==> src/rtl/evm_ballot_input_conditioner.sv <==
// Ballot front-end: syncs and debounces the ready/candidate buttons, then sequences one vote per ready window.
// Optional macro EVM_BALLOT_CNT_EN adds a saturating ballots_issued counter.
module evm_ballot_input_conditioner #(
  parameter int DEBOUNCE_CYCLES = 16,
  parameter int TIMEOUT_CYCLES  = 4096
) (
  input  logic        clk,
  input  logic        rst,
  input  logic        switch_on_evm,
  input  logic        btn_ready_raw,
  input  logic [2:0]  btn_cand_raw,
  output logic        candidate_ready,
  output logic        vote_candidate_1,
  output logic        vote_candidate_2,
  output logic        vote_candidate_3,
  output logic        multi_press_err,
  output logic        timeout_err
`ifdef EVM_BALLOT_CNT_EN
  ,
  output logic [15:0] ballots_issued
`endif
);

  localparam int DW = $clog2(DEBOUNCE_CYCLES);
  localparam int TW = $clog2(TIMEOUT_CYCLES);
  localparam logic [DW-1:0] DEB_TC = DW'(DEBOUNCE_CYCLES - 1);
  localparam logic [TW-1:0] TO_TC  = TW'(TIMEOUT_CYCLES - 1);

  // states: IDLE wait ready | ARMED window open | ISSUE vote pulse | REJECT multi-press held | WAIT_REL wait release
  typedef enum logic [2:0] {IDLE, ARMED, ISSUE, REJECT, WAIT_REL} state_t;

  logic [3:0]    raw;
  logic [3:0]    meta;
  logic [3:0]    sync;
  logic [3:0]    deb;
  logic [DW-1:0] deb_cnt [4];
  logic          ready_q;
  logic          ready_rise;
  logic [2:0]    cand;
  logic          cand_none;
  logic          cand_one;
  state_t        state;
  logic [TW-1:0] tcnt;

  // bit 0 is the officer ready button, bits 3:1 are candidates 1..3
  assign raw = {btn_cand_raw, btn_ready_raw};

  always_ff @(posedge clk or posedge rst) begin
    if (rst) begin
      meta    <= '0;
      sync    <= '0;
      deb     <= '0;
      ready_q <= 1'b0;
      for (int i = 0; i < 4; i++) deb_cnt[i] <= '0;
    end else begin
      meta    <= raw;
      sync    <= meta;
      ready_q <= deb[0];
      for (int i = 0; i < 4; i++) begin
        if (sync[i] == deb[i]) begin
          deb_cnt[i] <= '0;
        end else if (deb_cnt[i] == DEB_TC) begin
          deb[i]     <= ~deb[i];
          deb_cnt[i] <= '0;
        end else begin
          deb_cnt[i] <= deb_cnt[i] + 1'b1;
        end
      end
    end
  end

  assign ready_rise = deb[0] & ~ready_q;
  assign cand       = deb[3:1];
  assign cand_none  = (cand == 3'b000);
  assign cand_one   = (cand == 3'b001) || (cand == 3'b010) || (cand == 3'b100);

  always_ff @(posedge clk or posedge rst) begin
    if (rst) begin
      state            <= IDLE;
      tcnt             <= '0;
      candidate_ready  <= 1'b0;
      vote_candidate_1 <= 1'b0;
      vote_candidate_2 <= 1'b0;
      vote_candidate_3 <= 1'b0;
      multi_press_err  <= 1'b0;
      timeout_err      <= 1'b0;
`ifdef EVM_BALLOT_CNT_EN
      ballots_issued   <= '0;
`endif
    end else begin
      vote_candidate_1 <= 1'b0;
      vote_candidate_2 <= 1'b0;
      vote_candidate_3 <= 1'b0;
      multi_press_err  <= 1'b0;
      timeout_err      <= 1'b0;
      if (!switch_on_evm) begin
        state           <= IDLE;
        candidate_ready <= 1'b0;
        tcnt            <= '0;
      end else begin
        case (state)
          IDLE: begin
            if (ready_rise) begin
              if (!cand_none) begin
                state <= WAIT_REL;
              end else begin
                state           <= ARMED;
                candidate_ready <= 1'b1;
                tcnt            <= '0;
              end
            end
          end
          ARMED: begin
            // a valid press beats a coinciding timeout; timeout beats multi-press so tcnt never wraps
            if (cand_one) begin
              state            <= ISSUE;
              candidate_ready  <= 1'b0;
              tcnt             <= '0;
              vote_candidate_1 <= cand[0];
              vote_candidate_2 <= cand[1];
              vote_candidate_3 <= cand[2];
`ifdef EVM_BALLOT_CNT_EN
              if (ballots_issued != 16'hFFFF) ballots_issued <= ballots_issued + 16'd1;
`endif
            end else if (tcnt == TO_TC) begin
              state           <= IDLE;
              candidate_ready <= 1'b0;
              timeout_err     <= 1'b1;
              tcnt            <= '0;
            end else begin
              tcnt <= tcnt + 1'b1;
              if (!cand_none) begin
                state           <= REJECT;
                multi_press_err <= 1'b1;
              end
            end
          end
          ISSUE: state <= WAIT_REL;
          REJECT: begin
            if (tcnt == TO_TC) begin
              state           <= IDLE;
              candidate_ready <= 1'b0;
              timeout_err     <= 1'b1;
              tcnt            <= '0;
            end else begin
              tcnt <= tcnt + 1'b1;
              if (cand_none) state <= ARMED;
            end
          end
          WAIT_REL: begin
            if (cand_none) state <= IDLE;
          end
          default: begin
            state           <= IDLE;
            candidate_ready <= 1'b0;
            tcnt            <= '0;
          end
        endcase
      end
    end
  end

endmodule
==> config.mk <==
export PLATFORM = sky130hd
export DESIGN_NAME = evm_ballot_input_conditioner
export DESIGN_NICKNAME = d
export VERILOG_FILES = /design/src/rtl/evm_ballot_input_conditioner.sv
export SDC_FILE = /design/constraint.sdc
export NUM_CORES = 1
export LEC_CHECK = 0
export CAP_MARGIN = 15
export CORE_MARGIN = 2
export CORE_UTILIZATION = 40
export CTS_CLUSTER_SIZE = 24
export DETAILED_ROUTE_END_ITERATION = 8
export PLACE_DENSITY = 0.59
export SLEW_MARGIN = 20
export SYNTH_ARGS = -nofsm -noshare
export SYNTH_HDL_FRONTEND = slang
export SYNTH_SLANG_ARGS = --single-unit
export TNS_END_PERCENT = 30
==> constraint.sdc <==
create_clock -name clk -period 2.09 [get_ports clk]
set_input_delay 0.627 -clock clk [delete_from_list [all_inputs] [get_ports clk]]
set_output_delay 0.627 -clock clk [all_outputs]
set_load 0.05 [all_outputs]
==> results_dict.tcl <==
set metrics [dict create \
    synth_enable_flop_cells 0 \
    synth_top_area_cell "dfrtp_1" \
    yosysUniqueCellTypes 41 \
    synth-async-reset-ratio 1.00 \
    reg2reg_depth 6 \
    antenna_found_initial 0 \
    dp_cells 279 \
    cap_violations 0 \
    dieArea_mm2 0.00627 \
    finalCriticalPeriod_ns 1.82 \
    p_per_area_mw_per_mm2 663 \
    drtIter0Drc 126 \
    grt.total_usage 0.139 \
    syn_inst 192 \
    dp_hpwl_um 2640 \
    ir_drop_uv 305 \
    synth_top_flop_cell "dfrtp_1" \
    fmax_mhz 550 \
    whs_path_depth 0 \
    place.gp.congestion 0.738 \
    h-tree-depth 2 \
    cp.arrival_ns 2.03 \
    cts.sinks 50 \
    ys_ff_latch 50 \
    synth_nets 204 \
    io_buffer_count 12 \
    grt_pass1_wl_um 6680 \
    sw_frac_of_total 0.249 \
    fin_setup_tns_ns 0 \
    clk_path_buf_depth 2 \
    maxSlewHeadroom 0.720 \
    regToRegEndpoint "tcnt[0]" \
    nets 226 \
    place_area_mm2 0.00249 \
    finalMaxSlewViolations 0 \
    n_antenna_cell 0 \
    vias 1515 \
    syn_to_final_growth_pct 14.3 \
    avgSynthCellArea_um2 11.8 \
    drc 0 \
    cts_hold_buf 0 \
    die_h_um 79.2 \
    start_util 0.413 \
    finClkSkew_ns 0.00688 \
    critPathCaptureType "register" \
    internal-power_mw 1.29 \
    yosys.area.top_type_share 0.554 \
    root_buffer "clkbuf_8" \
    yosys_warnings 0 \
    pin_count 13 \
    critPathLaunchType "input pin" \
    worstSetupPathType "in -> reg" \
    pwr-share-comb 0.056 \
    die_w_um 79.2 \
    row_count 27 \
    finalCritPeriodShare 0.871 \
    switchingPower_mw 0.427 \
    rsz0062_at_grt "no" \
    holdCritPathClass "reg -> reg" \
    cts.reportedPaths.clkPinSlew_ns 0.10 \
    post_cts_resized 0 \
    postCtsSetupBuffers 0 \
    seq_power_share 0.593 \
    viasPerCell 5.28 \
    netlist_area_mm2 0.00226 \
    hold_path_end "sync[3]" \
    setup_viol 0 \
    post-route-cell-area_mm2 0.00258 \
    routedWlPerCell_um 13.3 \
    core_area_mm2 0.00547 \
    grt_max_degree 20 \
    status "finished clean" \
    dr.pass1.iters 4 \
    clock_latency_ns 0.31 \
    worst_pin_slew_ns 0.420 \
    drt_wl_total_um 3810 \
    synthTopCellsByArea "dfrtp_1, xnor2_1, a21oi_1" \
    finalHoldViolCount 0 \
    leakage_nw 1.11 \
    postRouteAntennaNets 0 \
    grt_overflow 0 \
    numCtsBuffers 5 \
    hp-start "meta[3]" \
    layout.cells.non_filler 287 \
    clkPwrFrac 0.351 \
    cp.required_ns 2.30 \
    ys_seq_area_frac 0.554 \
    drive_gt1_frac 0.167 \
    rrSetupSlack_ns 0.37 \
    cts_tree "yes" \
    grt_pass1_vias 1451 \
    worstReg2RegStart "tcnt[0]" \
    crit_fanout 4 \
]
[cells in the mapped netlist (5+ instances only)]
| master | number |
|---|---|
| nand3_1 | 9 |
| buf_6 | 5 |
| nand4b_1 | 5 |
| xnor2_1 | 9 |
| nand2_1 | 10 |
| nor2_1 | 8 |
| a21oi_1 | 13 |
| nand4_1 | 5 |
| inv_1 | 8 |
| o21ai_0 | 8 |
| a31oi_1 | 7 |
| dfrtp_1 | 50 |
| ha_1 | 5 |
[cell usage in the layout, fill, tap and decap left out, drive strengths merged, types with 2 or more instances in the layout]
| cell | synthesis | routed |
|---|---|---|
| nand4 | 5 | 5 |
| xnor2 | 9 | 9 |
| clkdlybuf4s50 | 0 | 6 |
| mux2 | 4 | 4 |
| nor2 | 8 | 8 |
| nor2b | 4 | 4 |
| nand4b | 5 | 5 |
| nand3 | 9 | 9 |
| inv | 8 | 10 |
| and4 | 4 | 4 |
| nand3b | 4 | 4 |
| a311oi | 4 | 4 |
| o21ai | 8 | 8 |
| clkbuf | 1 | 5 |
| and2 | 2 | 2 |
| a31oi | 7 | 7 |
| and3 | 2 | 2 |
| ha | 5 | 5 |
| a21oi | 13 | 13 |
| nor3 | 2 | 2 |
| nand2 | 10 | 10 |
| nor4b | 5 | 5 |
| a41oi | 2 | 2 |
| xor2 | 3 | 3 |
| buf | 7 | 17 |
| dfrtp | 50 | 50 |
[critical path, stage by stage]
cell and delay [ns]:
clkdlybuf4s50_1 0.48, nand3b_1 0.16, buf_4 0.18, or2_2 0.31
nor4b_1 0.27
[flip-flops by register name (all words and copies together), names as in the netlist, 3 cells and up]
signal   flops
deb          4
deb_cnt     16
meta         4
tcnt        12
sync         4
state        3
[worst max path at each step]
stage	startpoint	endpoint	slack [ns]	depth (start not counted)
after global routing	switch_on_evm	vote_candidate_1	0.15	5
after CTS	switch_on_evm	vote_candidate_1	0.28	5
after global placement	switch_on_evm	vote_candidate_1	-0.05	5
final	switch_on_evm	vote_candidate_1	0.27	5
after detailed placement	switch_on_evm	vote_candidate_1	-0.05	5
after floorplan	rst	candidate_ready	0.26	1
[kinds of logic (layout without fill, tap and decap cells)]
kind of cell | after synthesis | in the layout | synth area share
fa+ha+maj | 6 | 6 | 0.0321
mux | 5 | 5 | 0.0244
flops | 50 | 50 | 0.554
compound gates | 39 | 39 | 0.116
simple gates | 64 | 64 | 0.178
buf+inv | 16 | 39 | 0.0460
xor+xnor | 12 | 12 | 0.0498
[stage by stage]
step | hold slack (ns) | util | setup slack [ns] | total power, mW
after floorplan | 0.331 | - | 0.262 | 1.09
after global placement | 0.331 | 0.455 | -0.0453 | 1.13
after detailed placement | 0.335 | 0.455 | -0.0480 | 1.13
after CTS | 0.355 | 0.472 | 0.276 | 1.75
after global routing | 0.363 | 0.472 | 0.154 | 1.80
final | 0.349 | 0.472 | 0.270 | 1.71
[area by class of cell]
class	instances	area [um^2]
flip-flops and latches	50	1250
clock inverters	3	26.3
multi-input cells	126	905
well taps	72	90.1
inverters	8	30.0
clock buffers	5	68.8
fillers	516	2890
repair buffers	23	213
[power by group through the flow]
stage          Clock, mW  Sequential [mW]  Combinational, mW
6_report           0.601             1.02             0.0960
4_1_cts            0.631             1.02             0.0992
3_5_place_dp           0             1.04             0.0985
5_1_grt            0.669             1.02              0.113
3_3_place_gp           0             1.03             0.0969
2_1_floorplan          0             1.03             0.0593
[per-layer routing]
metal / GRT usage / vias up / share of wire
met5: 0 / - / 0
met4: 0.0621 / 0 / 0.017
met3: 0.0273 / 5 / 0.031
met2: 0.208 / 22 / 0.45
met1: 0.195 / 741 / 0.50
li1: - / 747 / -
Note: power is estimated with default switching activity, not from simulation.
